[src/rtl/mux_rr_arbiter.sv]
// Round-robin owner arbiter for a 4:1 data mux; grant held for a requester's whole burst.
// Optional hold timeout under ARB_TIMEOUT_EN (MAX_HOLD cycles per grant); default build holds indefinitely.
module mux_rr_arbiter #(
  parameter int DW       = 8,
  parameter int MAX_HOLD = 15
) (
  input  logic            clk,
  input  logic            rst,
  input  logic [3:0]      req,
  input  logic [4*DW-1:0] din,
  output logic [3:0]      gnt,
  output logic [1:0]      sel,
  output logic [DW-1:0]   dout,
  output logic            busy
);

  typedef enum logic {IDLE, OWN} state_t;

  state_t     state, state_nxt;
  logic [3:0] gnt_nxt;
  logic [1:0] sel_nxt;
  logic [1:0] ptr, ptr_nxt;
  logic [1:0] search_start;
  logic       rearb;
  logic [2:0] pick;

`ifdef ARB_TIMEOUT_EN
  logic [7:0] hold_cnt, hold_nxt;
`endif

  if (MAX_HOLD < 1 || MAX_HOLD > 255) begin : g_bad_max_hold
    $error("mux_rr_arbiter: MAX_HOLD must be within 1..255");
  end

  // Returns {found, index}; lowest rotation offset from start wins.
  function automatic logic [2:0] rr_pick(input logic [3:0] r, input logic [1:0] start);
    logic [2:0] res;
    logic [1:0] idx;
    res = 3'b000;
    for (int k = 3; k >= 0; k--) begin
      idx = start + 2'(k);
      if (r[idx]) res = {1'b1, idx};
    end
    return res;
  endfunction

  always_comb begin
    state_nxt    = state;
    gnt_nxt      = gnt;
    sel_nxt      = sel;
    ptr_nxt      = ptr;
    search_start = ptr;
    rearb        = 1'b0;
`ifdef ARB_TIMEOUT_EN
    hold_nxt     = hold_cnt;
`endif
    case (state)
      IDLE: rearb = 1'b1;
      OWN: begin
        rearb = ~req[sel];
`ifdef ARB_TIMEOUT_EN
        // On timeout the current owner is searched last, so it only wins if alone.
        if (hold_cnt == 8'(MAX_HOLD - 1)) begin
          rearb        = 1'b1;
          search_start = sel + 2'd1;
        end else if (!rearb) begin
          hold_nxt = (hold_cnt == 8'hFF) ? hold_cnt : hold_cnt + 8'd1;
        end
`endif
      end
      default: state_nxt = IDLE;
    endcase

    pick = rr_pick(req, search_start);
    if (rearb) begin
      if (pick[2]) begin
        state_nxt = OWN;
        gnt_nxt   = 4'b0001 << pick[1:0];
        sel_nxt   = pick[1:0];
        ptr_nxt   = pick[1:0] + 2'd1;
`ifdef ARB_TIMEOUT_EN
        hold_nxt  = 8'd0;
`endif
      end else begin
        state_nxt = IDLE;
        gnt_nxt   = 4'b0000;
        sel_nxt   = 2'd0;
      end
    end
  end

  always_ff @(posedge clk or posedge rst) begin
    if (rst) begin
      state    <= IDLE;
      gnt      <= 4'b0000;
      sel      <= 2'd0;
      ptr      <= 2'd0;
`ifdef ARB_TIMEOUT_EN
      hold_cnt <= 8'd0;
`endif
    end else begin
      state    <= state_nxt;
      gnt      <= gnt_nxt;
      sel      <= sel_nxt;
      ptr      <= ptr_nxt;
`ifdef ARB_TIMEOUT_EN
      hold_cnt <= hold_nxt;
`endif
    end
  end

  assign busy = (state == OWN);

  // Unregistered data path: owner's slice passes straight through.
  always_comb begin
    dout = '0;
    if (busy) dout = din[int'(sel)*DW +: DW];
  end

endmodule

[config.mk]
export PLATFORM = sky130hd
export DESIGN_NAME = mux_rr_arbiter
export DESIGN_NICKNAME = d
export VERILOG_FILES = /design/src/rtl/mux_rr_arbiter.sv
export SDC_FILE = /design/constraint.sdc
export NUM_CORES = 1
export LEC_CHECK = 0
export CAP_MARGIN = 15
export CORE_UTILIZATION = 39
export DETAILED_ROUTE_END_ITERATION = 12
export PLACE_DENSITY_LB_ADDON = 0.08
export SKIP_CTS_REPAIR_TIMING = 1
export SYNTH_ARGS = -nofsm -noshare
export SYNTH_HDL_FRONTEND = slang
export SYNTH_SLANG_ARGS = --single-unit
[constraint.sdc]
create_clock -name clk -period 2.6 [get_ports clk]
set_input_delay 0.78 -clock clk [delete_from_list [all_inputs] [get_ports clk]]
set_output_delay 0.78 -clock clk [all_outputs]
set_load 0.1 [all_outputs]
==> metrics.md <==
| Metric | Value |
|---|---|
| Max Fclk | 0.400 GHz |
| Yosys warns | 0 |
| Minimum clock period | 2500 ps |
| Initial cell density of the core | 42.6% |
| Clock sinks | 9 |
| Global-route wire length before repair | 4230 um |
| CP Capture Point | dout[6] |
| Worst slew margin | 70.9% |
| CP endpoint kind | output pin |
| Crit path kind | primary input to output pin |
| CP startpoint | din[30] |
| Share of layout cells above drive strength 1 | 31.8% |
| Arrival time worst endpoint | 1720 ps |
| Pre-antenna DRT Iters | 4 |
| Clk_lat worst skew | 260 ps |
| Run status | finished, final reports clean |
| Initial antenna violation count | 0 |
| Reg2Reg Setup Slack | 1010 ps |
| Nets | 168 |
| Dominant cell type by area after synthesis | dfrtp_1 |
| Most frequent cells after synthesis | dfrtp_1 (9), nand2_1 (9), and2_1 (8), mux4_1 (8) |
| Clock buffer depth | 2 |
| Async SR Flop Fraction | 100% |
| Final period utilization | 96.1% |
| FF-to-FF path depth | 4 |
| # IOs | 53 |
| Synthesized Nets | 118 |
| Cell count after synthesis | 80 |
| Mapped Area | 852 sq um |
| Post-synthesis cell type count | 28 |
| CTS clk-pin slew, worst paths | 60 ps |
| Crit-path max FO | 1 |
| Ant. Diodes | 0 |
| Synth area leaders | dfrtp_1 (26%), mux4_1 (25%), and2_1 (5.9%), mux2i_1 (4.7%), nand2_1 (4.0%) |
| Total wire length | 2550 um |
| I/O Buffers | 52 |
| FF-to-FF Start | sel[0] |
| Clock group share of total power | 4.8% |
| # setup viols final | 0 |
| Placed wire-length estimate | 1950 um |
| Non-Filler Instances | 156 |
| Num CTS Buffers | 3 |
| Row cnt | 16 |
| Sequential fraction of the synthesis area | 26.4% |
| Leak pwr | 0.000887 uW |
| FF-to-FF End | ptr[1] |
| Fin. Hold Viols | 0 |
| DRC Markers | 0 |
| Switching Fraction | 57.1% |
| Drt via density | 5.37 |
| Area grow syn2layout | 76.8% |
| Vias in the first global route | 856 |
| Max-slew violations | 0 |
| H-Tree Level Count | 1 |
| Die W | 48.7 um |
| Die span in y | 48.7 um |
| DR iter-0 viols | 11 |
| Cell-internal power | 935 uW |
| Number of synthesized flops with an enable pin | 0 |
| Critical path startpoint category | primary input |
| Post-synth top flop | dfrtp_1 |
| Max Cap Viol | 0 |
| Setup TNS | 0 ps |
| Post-synth top area share | 26.4% |
| HP Start | gnt[1] |
| Global router's overall resource usage | 23.5% |
| Critical Path RT | 1820 ps |
| Slew at the pin closest to its max-slew limit | 433 ps |
| Power density cells | 1450 nW/um^2 |
| RSZ-0062 raised after global routing | no |
| Largest net degree at the start of global routing | 13 |
| Combinational Power Share | 80.1% |
| Worst vdd rail ir drop | 1.03 mV |
| Total power | 2180 uW |
| Syn Area/Cell | 10.7 sq um |
| Flops & latches, synth | 9 |
| CTS Root Cell | clkbuf_4 |
| Switch Pwr | 1240 uW |
| Total die area | 2380 sq um |
| # placed instances | 152 |
| Routed via count | 837 |
| Flop pwr share | 15.1% |
| Core footprint | 2000 sq um |
| GPL Wtd Cong | 0.756 |
| Total congestion overflow | 0 |
| Hold Path Class | register to register |
| CTS tree | yes |
| DR WL/cell | 16.3 um |
| Setup Skew | 7.81 ps |
| Antenna viol nets, final | 0 |
## layout make-up
| cell class | count | area [sq um] |
|---|---|---|
| Clock buffer | 4 | 26.3 |
| Sequential cell | 9 | 230 |
| Inverter | 5 | 18.8 |
| Tap cell | 27 | 33.8 |
| Fill cell | 151 | 495 |
| Multi-Input combinational cell | 58 | 527 |
| Timing Repair Buffer | 53 | 671 |
## sequential cells by signal, summed over array words and instances (netlist names)
name and cells:
gnt 4, ptr 2, sel 2, busy 1
## routing by layer
metal	vias up	track usage, %	wire (um)
met5	-	0	0
met4	0	8.82	34
met3	4	2.83	94
met2	36	42.8	1400
met1	402	27.9	1020
li1	395	-	-
## layout by cell type (no fill, tap or decap), types with 2 or more instances in the layout
master	netlist	final
and2_4	0	8
buf_4	1	8
nand2_1	9	9
nor2_1	2	2
mux4_2	0	8
buf_12	0	8
clkbuf_4	0	3
dlymetal6s2s_1	0	32
inv_1	5	5
o21ai_0	2	2
clkdlybuf4s50_1	0	5
mux2i_1	4	4
a21oi_1	5	5
o22ai_1	4	4
nand2b_1	2	2
o31ai_1	3	3
dfrtp_1	9	7
## through the flow
step                setup WS [ps]  util [%]  instance area [sq um]  hold WS [ps]
finish                        101      75.3                   1510           481
global route                 62.6      75.3                   1510           524
CTS                          -270      72.1                   1440           483
detailed placement           -265      70.8                   1420           469
global placement             -230      70.8                   1420           465
floorplan                    6.15         -                    865           590
## power by group through the flow
stage / registers [uW] / clock network [uW] / logic (uW)
after floorplan: 539 / 0 / 1010
after global placement: 318 / 0 / 1670
after detailed placement: 317 / 0 / 1700
after CTS: 316 / 108 / 1700
after global routing: 353 / 115 / 1810
final: 329 / 105 / 1740
## logic make-up (layout without fill, tap and decap cells)
kind of cell           after synthesis  in the layout  synth area share (%)
and+or+nand+nor                     24             24                  14.4
buffers and inverters               13             62                  10.6
AOI/OAI and AO/OA                   21             21                  17.5
muxes                               13             13                  31.1
DFF                                  9              9                  26.4
## critical path: stages
cell	delay, ps
dlymetal6s2s_1	130
mux4_2	470
and2_4	180
buf_12	160
## how the worst min path moves through the flow
stage               cells past startpoint     end
floorplan                               2  ptr[0]
global placement                        2  gnt[3]
detailed placement                      2  gnt[1]
CTS                                     2  gnt[1]
finish                                  2  gnt[1]
global route                            2  gnt[0]
Note: power is estimated with default switching activity, not from simulation.
